**src/rtl/batcharger_pkg.sv**
```systemverilog
// Shared constants for the battery charge controller: state encoding,
// ADC code width and debounce counter width.
package batcharger_pkg;

  localparam int unsigned ADC_W = 8;
  localparam int unsigned CNT_W = 4;
  localparam int unsigned ST_W  = 5;

  localparam int unsigned IDX_IDLE = 0;
  localparam int unsigned IDX_TC   = 1;
  localparam int unsigned IDX_CC   = 2;
  localparam int unsigned IDX_CV   = 3;
  localparam int unsigned IDX_END  = 4;

  localparam logic [ST_W-1:0] ST_IDLE = 5'b00001;
  localparam logic [ST_W-1:0] ST_TC   = 5'b00010;
  localparam logic [ST_W-1:0] ST_CC   = 5'b00100;
  localparam logic [ST_W-1:0] ST_CV   = 5'b01000;
  localparam logic [ST_W-1:0] ST_END  = 5'b10000;

  // Inclusive unsigned window test used for the temperature cut-out.
  function automatic logic in_window(input logic [ADC_W-1:0] x,
                                     input logic [ADC_W-1:0] lo,
                                     input logic [ADC_W-1:0] hi);
    return (x >= lo) && (x <= hi);
  endfunction

endpackage

```
**src/rtl/batcharger_deb.sv**
```systemverilog
// Consecutive-sample debounce: qualifies a condition after DEB true samples
// in a row; any false sample or an explicit clear restarts the run.
module batcharger_deb
  import batcharger_pkg::*;
#(
  parameter int unsigned DEB = 4
) (
  input  logic clk,
  input  logic rstz,
  input  logic sample_valid,
  input  logic cond,
  input  logic clr,
  output logic qual_c
);

  logic [CNT_W-1:0] cnt;
  logic [CNT_W-1:0] cnt_inc;

  assign cnt_inc = (cnt == '1) ? cnt : cnt + CNT_W'(1);
  assign qual_c  = sample_valid && cond && (cnt_inc >= CNT_W'(DEB));

  always_ff @(posedge clk or negedge rstz) begin
    if (!rstz) begin
      cnt <= '0;
    end else if (clr) begin
      cnt <= '0;
    end else if (sample_valid) begin
      cnt <= cond ? cnt_inc : '0;
    end
  end

endmodule

```
**src/rtl/batcharger_ctrl.sv**
```systemverilog
// Charge profile sequencer TC -> CC -> CV -> END with debounced threshold
// exits, a saturating safety timer and a temperature cut-out.
module batcharger_ctrl
  import batcharger_pkg::*;
#(
  parameter int unsigned DEB = 4,
  parameter int unsigned TW  = 16
) (
  input  logic             clk,
  input  logic             rstz,
  input  logic             en,
  input  logic             sample_valid,
  input  logic [ADC_W-1:0] vbat,
  input  logic [ADC_W-1:0] ibat,
  input  logic [ADC_W-1:0] vtemp,
  input  logic [ADC_W-1:0] vcutoff,
  input  logic [ADC_W-1:0] vpreset,
  input  logic [ADC_W-1:0] vrech,
  input  logic [ADC_W-1:0] iend,
  input  logic [ADC_W-1:0] tempmin,
  input  logic [ADC_W-1:0] tempmax,
  input  logic [TW-1:0]    tmax,
  output logic             tc,
  output logic             cc,
  output logic             cv,
  output logic             monen,
  output logic             timeout,
  output logic             tfault
);

  logic [ST_W-1:0] state, state_nxt;
  logic [TW-1:0]   timer, timer_nxt;
  logic [TW-1:0]   timer_inc;
  logic            timeout_nxt;
  logic            tfault_nxt;
  logic            temp_ok;
  logic            active;
  logic            tmr_exp;
  logic            thr_cond;
  logic            deb_cond;
  logic            deb_clr;
  logic            qual;

  assign temp_ok   = in_window(vtemp, tempmin, tempmax);
  assign active    = state[IDX_TC] | state[IDX_CC] | state[IDX_CV];
  assign timer_inc = (timer == '1) ? timer : timer + TW'(1);
  // Expiry counts the current sample, so tmax=N ends on the N-th active sample.
  assign tmr_exp   = (timer_inc >= tmax);

  // Exit condition of the current state, before debounce.
  always_comb begin
    thr_cond = 1'b0;
    unique case (state)
      ST_IDLE: thr_cond = (vbat < vcutoff);
      ST_TC:   thr_cond = (vbat >= vpreset);
      ST_CC:   thr_cond = (vbat >= vcutoff);
      ST_CV:   thr_cond = (ibat <= iend);
      ST_END:  thr_cond = (vbat < vrech);
      default: thr_cond = 1'b0;
    endcase
  end

  // A temperature fault breaks any run of qualifying samples.
  assign deb_cond = thr_cond && temp_ok;
  assign deb_clr  = !en || (state_nxt != state);

  batcharger_deb #(
    .DEB (DEB)
  ) u_deb (
    .clk          (clk),
    .rstz         (rstz),
    .sample_valid (sample_valid),
    .cond         (deb_cond),
    .clr          (deb_clr),
    .qual_c       (qual)
  );

  // Next state, timer and flags in priority order: enable, temperature, timer, thresholds.
  always_comb begin
    state_nxt   = state;
    timer_nxt   = timer;
    timeout_nxt = timeout;
    tfault_nxt  = tfault;

    if (!en) begin
      state_nxt   = ST_IDLE;
      timeout_nxt = 1'b0;
    end else if (sample_valid) begin
      tfault_nxt = !temp_ok;
      if (active) begin
        timer_nxt = timer_inc;
      end
      if (!temp_ok) begin
        state_nxt = ST_IDLE;
      end else if (active && tmr_exp) begin
        state_nxt   = ST_END;
        timeout_nxt = 1'b1;
      end else if (qual) begin
        unique case (state)
          ST_IDLE: state_nxt = (vbat < vpreset) ? ST_TC : ST_CC;
          ST_TC:   state_nxt = ST_CC;
          ST_CC:   state_nxt = ST_CV;
          ST_CV:   state_nxt = ST_END;
          ST_END: begin
            state_nxt   = ST_IDLE;
            timeout_nxt = 1'b0;
          end
          default: state_nxt = ST_IDLE;
        endcase
      end
    end

    if (state_nxt == ST_IDLE) begin
      timer_nxt = '0;
    end
  end

  always_ff @(posedge clk or negedge rstz) begin
    if (!rstz) begin
      state   <= ST_IDLE;
      timer   <= '0;
      timeout <= 1'b0;
      tfault  <= 1'b0;
    end else begin
      state   <= state_nxt;
      timer   <= timer_nxt;
      timeout <= timeout_nxt;
      tfault  <= tfault_nxt;
    end
  end

  assign tc    = state[IDX_TC];
  assign cc    = state[IDX_CC];
  assign cv    = state[IDX_CV];
  assign monen = en;

endmodule
```
**config.mk**
```make
export PLATFORM = sky130hd
export DESIGN_NAME = batcharger_ctrl
export DESIGN_NICKNAME = d
export VERILOG_FILES = /design/src/rtl/batcharger_pkg.sv /design/src/rtl/batcharger_deb.sv /design/src/rtl/batcharger_ctrl.sv
export SDC_FILE = /design/constraint.sdc
export NUM_CORES = 1
export LEC_CHECK = 0
export BUFFER_PORTS_ARGS = -buffer_cell sky130_fd_sc_hd__buf_2
export CAP_MARGIN = 15
export CORE_MARGIN = 2
export CORE_UTILIZATION = 50
export DETAILED_ROUTE_END_ITERATION = 16
export MAX_ROUTING_LAYER = met4
export PLACE_DENSITY_LB_ADDON = 0.1
export SLEW_MARGIN = 10
export SYNTH_ARGS = -nofsm -noshare
export SYNTH_HDL_FRONTEND = slang
export SYNTH_SLANG_ARGS = --single-unit
```
**constraint.sdc**
```tcl
create_clock -name clk -period 6.51 [get_ports clk]
set_input_delay 1.6275 -clock clk [delete_from_list [all_inputs] [get_ports clk]]
set_output_delay 1.6275 -clock clk [all_outputs]
set_load 0.03 [all_outputs]
```
==> reports/results.tsv, run 1 <==
stage	metric	value	unit
die	die area	0.00785	mm²
logic_synthesis	share of the synthesized area in the top cell type	22.7	%
placed_design	port bufs	97	
status	run status	finished, final reports clean	
layout	P&R area growth vs syn	16.2	%
power_and_ir_drop	Comb power frac	31.6	%
clocking	TritonCTS clock tree	yes	
timing	Worst Skew	0.00690	ns
global_routing	largest net degree at the start of global routing	28	
global_routing	initial antenna violation count	0	
worst_setup_path	FF-to-FF path depth	16	
power_and_ir_drop	proportion of power drawn by flip-flops and latches	43.2	%
layout	layout cell share with drive strength beyond 1	20.9	%
worst_setup_path	Reg2Reg Launch Point	timer[4]	
die	Initial Util	52.1	%
clocking	CTS HTree Levels	1	
power_and_ir_drop	worst vdd ir	0.0929	mV
clocking	CTS max path bufs	2	
timing	Final Max Slew Viols	0	
timing	Hold Slack	0.529	ns
placed_design	routability congestion estimate	0.910	
placed_design	Area after DPL	0.00410	mm²
hold_path	hold wc startpoint	u_deb.cnt[1]	
worst_setup_path	Setup crit start kind	flop	
layout	Post-layout nets	693	
logic_synthesis	largest area contributor in the synthesized netlist	ha_1	
timing	Hold Violations, Final	0	
power_and_ir_drop	pwr/cell area	94.5	mW/mm²
layout	most common cell after layout, fill and taps aside	buf_2	
global_routing	GR Util All Layers	22.8	%
timing	# setup viols final	0	
power_and_ir_drop	leakage power	2.12	nW
timing	RSZ-0062 raised after global routing	false	
worst_setup_path	Max FO, Critical Path	17	
clocking	# Post-CTS Setup Buffers	0	
global_routing	first-pass GRT wire length	14.1	mm
clocking	Num Clock Sinks	27	
worst_setup_path	CP Data Required Time	6.60	ns
logic_synthesis	FF+latch count, synth	27	
run	Max Cap Viol	0	
die	Die Wd	88.6	µm
layout	most frequent cells in the layout	buf_2 (97), inv_1 (65), ha_1 (65), nand2_1 (34), nor2_1 (29)	
die	std cell rows	30	
routing	1st-pass router iterations	5	
power_and_ir_drop	Clock power frac	25.2	%
power_and_ir_drop	Net Sw Frac	31.2	%
die	Die Y	88.6	µm
placed_design	Post-DP HPWL	6.98	mm
logic_synthesis	Synth area leaders	ha_1 (23%), dfrtp_1 (18%), inv_1 (6.8%), a41oi_1 (3.9%), a21oi_1 (3.8%)	
clocking	Post-CTS Hold Buffers	0	
timing	Worst Tran Pin Value	1.15	ns
routing	routed len/inst	13.4	µm
clocking	# resized after CTS	0	
timing	crit path time final	5.39	ns
global_routing	vias in the first global route	3294	
timing	Fin Setup TNS	0	ns
clocking	clock root buffer master	clkbuf_8	
logic_synthesis	post-synthesis sequential area ratio	18.9	%
logic_synthesis	Post-Syn Instances	446	
layout	number of inserted diodes	0	
logic_synthesis	synth warn	0	
routing	DR vias/cell	5.49	
worst_setup_path	CP Class	reg -> reg	
layout	non-filler cells, final	631	
worst_setup_path	WP data arrival	5.48	ns
timing	worst setup margin	1.12	ns
clocking	clk_lat worst skew	0.27	ns
worst_setup_path	CP Capture Type	flop	
power_and_ir_drop	Internal	0.271	mW
logic_synthesis	Synthesized Nets	603	
logic_synthesis	Netlist cell types	57	
logic_synthesis	Mapped Area	0.00358	mm²
die	num ports	98	
worst_setup_path	R2R Setup Slk	1.12	ns
routing	total wire length	8.43	mm
routing	drt initial violations	259	
routing	Final ANT Viol Nets	0	
timing	achievable frequency	186	MHz
timing	Slew HR	23.1	%
routing	vias	3466	
placed_design	dpl ws	1.17	ns
clocking	Reg clk slew, reported paths	0.10	ns
layout	fin area	0.00416	mm²
die	core outline area	0.00687	mm²
logic_synthesis	Post-synth EDFFs	0	
clocking	CTS Buf Count	3	
global_routing	overflow left after global routing	0	
placed_design	Cells after DPL	625	
power_and_ir_drop	Psw	0.123	mW
logic_synthesis	ys async rst share	100	%
timing	final worst path period share	82.8	%
worst_setup_path	Critical Path Start	timer[4]	
logic_synthesis	ys flop type	dfrtp_1	
hold_path	Min-Delay Path Class	reg -> reg	
routing	DR DRC count	0	
logic_synthesis	Mean Syn Cell Area	8.03	µm²
hold_path	Min-Delay Path Depth	1	
[final timing paths]
path | endpoint
worst max register to register | timer[2]
min in group asynchronous | u_deb.cnt[1]
worst min register to register | u_deb.cnt[1]
worst min-delay path | u_deb.cnt[1]
max in group asynchronous | timer[1]
worst max-delay path | timer[2]
[cell type report]
| type | instances | area, µm² |
|---|---|---|
| clock buffers | 3 | 41.3 |
| clock inverters | 1 | 7.51 |
| fillers | 657 | 2710 |
| inverters | 65 | 244 |
| multi-input cells | 340 | 2570 |
| flip-flops and latches | 27 | 677 |
| well taps | 96 | 120 |
| repair buffers | 99 | 500 |
[metal layers]
| layer | part of all wire, % | GRT usage (%) | vias up | wire, µm |
|---|---|---|---|---|
| met5 | 0 | - | - | 0 |
| met4 | 0.66 | 4.41 | 0 | 56 |
| met3 | 5.9 | 1.59 | 6 | 499 |
| met2 | 47 | 39.8 | 120 | 3980 |
| met1 | 46 | 29.2 | 1551 | 3900 |
| li1 | - | - | 1789 | - |
[registers in the layout, indices dropped and copies added, names as in the netlist]
signal,count
tfault,1
u_deb.cnt,4
state,5
timeout,1
timer,16
[worst max-delay path, stage by stage, from the launching register on]
cell and delay [ns]:
dfrtp_1 0.48, nand3_1 0.17, nor3_1 0.43, and4_1 0.38, nand3_1 0.30, nand4_1 0.33, nor2_1 0.10, xor2_1 0.15
ha_1 0.28, o2111ai_1 0.11, a311oi_1 0.28, nor2_1 0.10, a211oi_1 0.58, or3_1 0.24, nor4_1 0.07, a311oi_2 0.95
a41oi_1 0.25
[synthesized netlist by cell type, drive strengths merged, types with 2 or more instances]
master	instances
ha	65
inv	65
nand2	34
nor2	29
a21oi	27
dfrtp	26
a41oi	16
nand3	16
o21ai	15
xnor2	15
nand4	13
nand2b	9
nor3	9
clkbuf	8
nor2b	8
xor2	8
buf	6
mux2i	6
a311oi	5
a31oi	5
and2	5
o211ai	5
o21a	5
a22o	4
o31ai	4
a211oi	3
and4	3
a2111oi	2
a21o	2
a221oi	2
and3	2
nor4	2
o2111ai	2
o311ai	2
o41ai	2
or2	2
or3	2
[cell families (layout without fill, tap and decap cells)]
kind of cell    count (synthesis)  count (layout)  share of synthesized area, %
compound gates                108             108                          22.1
xor+xnor                       23              23                          5.63
fa+ha+maj                      65              65                          22.7
buf+inv                        79             168                          9.33
flops                          27              27                          18.9
mux                             7               7                          1.99
simple gates                  137             137                          19.3
[power by group through the flow]
stage,sequential [mW],clock (mW),combinational [mW]
final,0.170,0.0992,0.124
after global routing,0.170,0.110,0.145
after CTS,0.170,0.102,0.126
after detailed placement,0.173,0,0.125
after global placement,0.173,0,0.121
after floorplan,0.175,0,0.0718
[per-stage QoR]
stage	utilization [%]	power [mW]
global placement	59.6	0.294
global route	60.6	0.424
finish	60.6	0.393
detailed placement	59.6	0.298
CTS	60.3	0.398
floorplan	-	0.247
Power figures use the tool's default switching activity.
==> inputs of run 2 (changes only) <==
- clock period: 6.51 -> 5.5 ns (I/O delays scaled with it)
==> reports/results.tsv, run 2 (synthesized netlist as in run 1, its figures left out) <==
stage	metric	value	unit	change
status	run status	finished, final reports clean		unchanged
timing	# setup viols final	0		unchanged
placed_design	port bufs	97		unchanged
routing	met3 WL	466	µm	was 499 µm
routing	routed len/inst	13.8	µm	was 13.4 µm
power_and_ir_drop	Psw	0.149	mW	was 0.123 mW
layout	layout cell share with drive strength beyond 1	21.5	%	was 20.9%
layout	most flop-heavy register	timer		unchanged
power_and_ir_drop	worst vdd ir	0.100	mV	was 0.0929 mV
layout	max reg flops	16		unchanged
clocking	CTS Buf Count	3		unchanged
power_and_ir_drop	proportion of power drawn by flip-flops and latches	42.8	%	was 43.2%
timing	Worst Tran Pin Value	0.896	ns	was 1.15 ns
routing	DR vias/cell	5.62		was 5.49
routing	1st-pass router iterations	5		unchanged
worst_setup_path	Max FO, Critical Path	16		was 17
power_and_ir_drop	Internal	0.321	mW	was 0.271 mW
clocking	# Post-CTS Setup Buffers	0		unchanged
power_and_ir_drop	Comb power frac	31.4	%	was 31.6%
worst_setup_path	slowest CP cell	dfrtp_1		was a311oi_2
clocking	Num Clock Sinks	27		unchanged
timing	achievable frequency	206	MHz	was 186 MHz
worst_setup_path	cell count along the critical path	15		was 16
timing	final worst path period share	88.3	%	was 82.8%
worst_setup_path	CP Class	reg -> reg		unchanged
worst_setup_path	crit path capture	timer[0]		was timer[2]
global_routing	overflow left after global routing	0		unchanged
global_routing	vias in the first global route	3368		was 3294
layout	Post-layout nets	697		was 693
die	Die Wd	88.6	µm	unchanged
clocking	Reg clk slew, reported paths	0.10	ns	about the same
clocking	CTS max path bufs	2		unchanged
routing	total wire length	8.74	mm	was 8.43 mm
worst_setup_path	CP Data Required Time	5.70	ns	was 6.60 ns
layout	largest registers	timer (16), state (5), u_deb.cnt (4)		unchanged
clocking	# resized after CTS	0		unchanged
routing	met1 wire length	4.11	mm	was 3.90 mm
routing	top sig layer	met4		unchanged
worst_setup_path	CP Capture Type	flop		unchanged
hold_path	hold wc startpoint	u_deb.cnt[3]		was u_deb.cnt[1]
power_and_ir_drop	pwr/cell area	112	mW/mm²	was 94.5 mW/mm²
worst_setup_path	worst reg2reg path endpoint	timer[0]		was timer[2]
die	core outline area	0.00687	mm²	unchanged
timing	RSZ-0062 raised after global routing	false		unchanged
layout	most common cell after layout, fill and taps aside	buf_2		unchanged
layout	fin area	0.00419	mm²	was 0.00416 mm²
worst_setup_path	buffer and inverter count on the worst path	1		was 0
global_routing	initial antenna violation count	0		unchanged
global_routing	first-pass GRT wire length	14.7	mm	was 14.1 mm
power_and_ir_drop	Tot Pwr	0.470	mW	was 0.393 mW
placed_design	routability congestion estimate	0.921		was 0.910
timing	Fin Setup TNS	0	ns	unchanged
clocking	CTS HTree Levels	1		unchanged
layout	P&R area growth vs syn	17.0	%	was 16.2%
layout	number of inserted diodes	0		unchanged
worst_setup_path	worst-path cell chain	nand3_1 > nor3_1 > and4_1 > nand3_1 > mux2_2 > ha_1 > o211ai_1 > a21oi_1 > o41ai_1 > a211oi_1 > buf_4 > nor3_1 > o21ai_0 > o22a_1 > a41oi_1		was nand3_1 > nor3_1 > and4_1 > nand3_1 > nand4_1 > nor2_1 > xor2_1 > ha_1 > o2111ai_1 > a311oi_1 > nor2_1 > a211oi_1 > or3_1 > nor4_1 > a311oi_2 > a41oi_1
worst_setup_path	R2R Setup Slk	0.64	ns	was 1.12 ns
placed_design	Area after DPL	0.00414	mm²	was 0.00410 mm²
worst_setup_path	Setup crit start kind	flop		unchanged
hold_path	Min-Delay Path Class	reg -> reg		unchanged
routing	WL met2	4.04	mm	was 3.98 mm
clocking	clk_lat worst skew	0.29	ns	was 0.27 ns
layout	Filler cells	640		was 657
timing	Slew HR	40.0	%	was 23.1%
worst_setup_path	FF-to-FF path depth	15		was 16
die	std cell rows	30		unchanged
clocking	TritonCTS clock tree	yes		unchanged
timing	Final Max Slew Viols	0		unchanged
worst_setup_path	Top delay family on crit path	compound AO/OA/AOI/OAI gates		unchanged
routing	drt initial violations	249		was 259
clocking	clock root buffer master	clkbuf_8		unchanged
power_and_ir_drop	leakage power	2.13	nW	was 2.12 nW
routing	Final ANT Viol Nets	0		unchanged
routing	vias	3569		was 3466
die	Initial Util	52.1	%	unchanged
layout	most frequent cells in the layout	buf_2 (97), inv_1 (65), ha_1 (65), nand2_1 (34), nor2_1 (29)		unchanged
routing	DR DRC count	0		unchanged
timing	Hold Slack	0.524	ns	was 0.529 ns
global_routing	largest net degree at the start of global routing	28		unchanged
die	Die Y	88.6	µm	unchanged
global_routing	GR Util All Layers	23.6	%	was 22.8%
layout	Util after Layout	61.0	%	was 60.6%
worst_setup_path	Reg2Reg Launch Point	timer[4]		unchanged
run	Max Cap Viol	0		unchanged
worst_setup_path	max incr delay on CP	0.48	ns	was 0.95 ns
die	die area	0.00785	mm²	unchanged
clocking	Post-CTS Hold Buffers	0		unchanged
power_and_ir_drop	Net Sw Frac	31.7	%	was 31.2%
timing	Hold Violations, Final	0		unchanged
worst_setup_path	Critical Path Start	timer[4]		unchanged
timing	crit path time final	4.86	ns	was 5.39 ns
timing	Worst Skew	0.00901	ns	was 0.00690 ns
power_and_ir_drop	Clock power frac	25.8	%	was 25.2%
placed_design	Post-DP HPWL	7.12	mm	was 6.98 mm
die	num ports	98		unchanged
worst_setup_path	WP data arrival	5.06	ns	was 5.48 ns
run 2: changes by cell type in the layout (fill, tap and decap cells not counted), sizes merged:
cell / delta
buf: +4
run 2: routing by layer:
layer / track usage [%] / up-vias
li1: - / 1798
met1: 31.0 / 1629
met2: 39.4 / 129
met3: 1.68 / 13
met4: 6.34 / 0
met5: - / -
run 2: worst register-to-register path: stages, from the launching register on:
cell	delay, ns
dfrtp_1	0.48
nand3_1	0.18
nor3_1	0.48
and4_1	0.40
nand3_1	0.30
mux2_2	0.37
ha_1	0.27
o211ai_1	0.16
a21oi_1	0.06
o41ai_1	0.45
a211oi_1	0.16
buf_4	0.19
nor3_1	0.36
o21ai_0	0.16
o22a_1	0.42
a41oi_1	0.34
run 2: how the worst min path moves through the flow:
stage / endpoint / slack [ns] / depth (start not counted)
3_5_place_dp: u_deb.cnt[3] / 0.50 / 1
3_3_place_gp: u_deb.cnt[3] / 0.50 / 1
6_report: u_deb.cnt[3] / 0.52 / 1
4_1_cts: u_deb.cnt[3] / 0.53 / 1
2_1_floorplan: u_deb.cnt[3] / 0.48 / 1
5_1_grt: u_deb.cnt[3] / 0.56 / 1
run 2: final cells by class:
class / count / area [µm²] / area share [%]
multi-input cells: 340 / 2570 / 61.3
flip-flops and latches: 27 / 677 / 16.2
repair buffers: 103 / 531 / 12.7
inverters: 65 / 244 / 5.82
well taps: 96 / 120 / 2.87
clock buffers: 3 / 41.3 / 0.985
clock inverters: 1 / 7.51 / 0.179
run 2: metrics by stage:
stage | setup WS [ns] | cells
3_3_place_gp | 0.900 | 631
4_1_cts | 0.726 | 635
2_1_floorplan | 1.04 | 446
5_1_grt | 0.199 | 635
3_5_place_dp | 0.739 | 631
6_report | 0.643 | 635
run 2: power groups by stage:
stage               combinational, mW  sequential (mW)  clock [mW]
floorplan                      0.0849            0.207           0
global placement                0.143            0.205           0
detailed placement              0.148            0.205           0
CTS                             0.149            0.201       0.120
global route                    0.172            0.201       0.128
finish                          0.147            0.201       0.121
==> inputs of run 3 (changes only) <==
- CORE_UTILIZATION: 50 -> 54
==> reports/results.tsv, run 3 (synthesized netlist as in run 1, its figures left out) <==
stage	metric	value	unit	change
worst_setup_path	worst reg2reg path endpoint	timer[1]		was timer[0]
routing	DR DRC count	0		unchanged
worst_setup_path	CP Data Required Time	5.70	ns	about the same
timing	Worst Tran Pin Value	0.811	ns	was 0.896 ns
layout	most flop-heavy register	timer		unchanged
placed_design	port bufs	97		unchanged
routing	routed len/inst	14.0	µm	was 13.8 µm
clocking	# Post-CTS Setup Buffers	0		unchanged
worst_setup_path	cell count along the critical path	17		was 15
worst_setup_path	R2R Setup Slk	0.68	ns	was 0.64 ns
worst_setup_path	Max FO, Critical Path	16		unchanged
run	Max Cap Viol	0		unchanged
global_routing	overflow left after global routing	0		unchanged
clocking	clock root buffer master	clkbuf_8		unchanged
clocking	Post-CTS Hold Buffers	0		unchanged
placed_design	Post-DP HPWL	7.11	mm	was 7.12 mm
routing	1st-pass router iterations	4		was 5
worst_setup_path	Setup crit start kind	flop		unchanged
worst_setup_path	buffer and inverter count on the worst path	1		unchanged
clocking	CTS Buf Count	3		unchanged
clocking	Reg clk slew, reported paths	0.10	ns	about the same
worst_setup_path	CP Class	reg -> reg		unchanged
global_routing	vias in the first global route	3334		was 3368
power_and_ir_drop	worst vdd ir	0.0915	mV	was 0.100 mV
die	num ports	98		unchanged
worst_setup_path	crit path capture	timer[1]		was timer[0]
timing	RSZ-0062 raised after global routing	false		unchanged
routing	Final ANT Viol Nets	0		unchanged
timing	Slew HR	45.7	%	was 40.0%
routing	vias	3527		was 3569
worst_setup_path	WP data arrival	5.02	ns	was 5.06 ns
global_routing	initial antenna violation count	0		unchanged
die	std cell rows	29		was 30
clocking	Num Clock Sinks	27		unchanged
worst_setup_path	FF-to-FF path depth	17		was 15
clocking	clk_lat worst skew	0.29	ns	about the same
timing	achievable frequency	208	MHz	was 206 MHz
global_routing	GR Util All Layers	24.7	%	was 23.6%
routing	total wire length	8.60	mm	was 8.74 mm
global_routing	first-pass GRT wire length	14.6	mm	was 14.7 mm
worst_setup_path	Top delay family on crit path	simple AND/OR/NAND/NOR gates		was compound AO/OA/AOI/OAI gates
placed_design	routability congestion estimate	0.889		was 0.921
die	die area	0.00730	mm²	was 0.00785 mm²
clocking	CTS max path bufs	2		unchanged
worst_setup_path	CP Capture Type	flop		unchanged
power_and_ir_drop	leakage power	2.13	nW	about the same
layout	Post-layout nets	696		was 697
layout	P&R area growth vs syn	16.1	%	was 17.0%
worst_setup_path	max incr delay on CP	0.53	ns	was 0.48 ns
worst_setup_path	Reg2Reg Launch Point	timer[4]		unchanged
layout	most common cell after layout, fill and taps aside	buf_2		unchanged
layout	fin area	0.00416	mm²	was 0.00419 mm²
timing	Hold Slack	0.525	ns	was 0.524 ns
layout	largest registers	timer (16), state (5), u_deb.cnt (4)		unchanged
timing	Final Max Slew Viols	0		unchanged
routing	DR vias/cell	5.73		was 5.62
worst_setup_path	slowest CP cell	nor3_1		was dfrtp_1
power_and_ir_drop	Tot Pwr	0.474	mW	was 0.470 mW
timing	Fin Setup TNS	0	ns	unchanged
worst_setup_path	worst-path cell chain	nand3_1 > nor3_1 > and4_1 > nand3_1 > nand4_1 > nor2_1 > xor2_1 > ha_1 > o2111ai_1 > a311oi_1 > nor2_1 > a211oi_1 > buf_4 > nor3_1 > o21ai_0 > o22a_1 > a41oi_1		was nand3_1 > nor3_1 > and4_1 > nand3_1 > mux2_2 > ha_1 > o211ai_1 > a21oi_1 > o41ai_1 > a211oi_1 > buf_4 > nor3_1 > o21ai_0 > o22a_1 > a41oi_1
layout	max reg flops	16		unchanged
die	Initial Util	56.1	%	was 52.1%
clocking	TritonCTS clock tree	yes		unchanged
die	Die Wd	85.4	µm	was 88.6 µm
timing	Hold Violations, Final	0		unchanged
timing	final worst path period share	87.6	%	was 88.3%
timing	crit path time final	4.82	ns	was 4.86 ns
layout	number of inserted diodes	0		unchanged
hold_path	Min-Delay Path Class	reg -> reg		unchanged
global_routing	largest net degree at the start of global routing	28		unchanged
clocking	CTS HTree Levels	1		unchanged
power_and_ir_drop	pwr/cell area	114	mW/mm²	was 112 mW/mm²
die	core outline area	0.00639	mm²	was 0.00687 mm²
status	run status	finished, final reports clean		unchanged
timing	# setup viols final	0		unchanged
clocking	# resized after CTS	0		unchanged
layout	Filler cells	566		was 640
routing	drt initial violations	177		was 249
worst_setup_path	Critical Path Start	timer[4]		unchanged
die	Die Y	85.4	µm	was 88.6 µm
layout	most frequent cells in the layout	buf_2 (97), inv_1 (65), ha_1 (65), nand2_1 (34), nor2_1 (29)		unchanged
layout	layout cell share with drive strength beyond 1	21.4	%	was 21.5%
placed_design	Area after DPL	0.00411	mm²	was 0.00414 mm²
timing	Worst Skew	0.00211	ns	was 0.00901 ns
==> run 3: cell count changes in the layout (fill, tap and decap cells not counted), sizes merged <==
cell / change
buf: -1
==> run 3: final cells by class <==
class	instances	area, µm²	share of cell area, %
Multi-Input combinational cell	340	2570	61.8
Clock buffer	3	41.3	0.993
Tap cell	77	96.3	2.32
Clock inverter	1	7.51	0.181
Sequential cell	27	677	16.3
Inverter	65	244	5.87
Timing Repair Buffer	102	523	12.6
==> run 3: worst min path at each step <==
stage                       from           end  slack (ns)  cells past startpoint
floorplan           u_deb.cnt[3]  u_deb.cnt[3]        0.48                      1
global placement          tfault        tfault        0.49                      2
detailed placement        tfault        tfault        0.49                      2
CTS                 u_deb.cnt[3]  u_deb.cnt[3]        0.53                      1
global route        u_deb.cnt[3]  u_deb.cnt[3]        0.54                      1
finish                    tfault        tfault        0.53                      2
==> run 3: worst register-to-register path: cells and delay by family, from the launching register on <==
family          cells  cell delay [ns]
simple gates        8             2.33
compound gates      6             1.31
buf+inv             1             0.19
flops               1             0.48
fa+ha+maj           1             0.29
xor+xnor            1             0.15
==> run 3: routing by layer <==
metal  global-route usage (%)  up-vias  part of all wire (%)
met5                        -        -                     0
met4                     7.36        0                   1.0
met3                     2.24        7                   5.7
met2                     41.4      121                    47
met1                     31.7     1600                    47
li1                         -     1799                     -
==> run 3: report_power, final <==
group / switching (mW) / leakage [nW] / internal (mW)
sequential: 0.00100 / 0.370 / 0.200
clock: 0.0716 / 0.0217 / 0.0518
combinational: 0.0798 / 1.74 / 0.0699
total: 0.152 / 2.13 / 0.322
==> run 3: per-stage QoR <==
| step | cells | worst slack (ns) | utilization, % |
|---|---|---|---|
| floorplan | 446 | 1.04 | - |
| detailed placement | 611 | 0.781 | 64.4 |
| global route | 615 | 0.223 | 65.1 |
| CTS | 615 | 0.735 | 65.1 |
| finish | 615 | 0.683 | 65.1 |
| global placement | 611 | 1.03 | 64.4 |
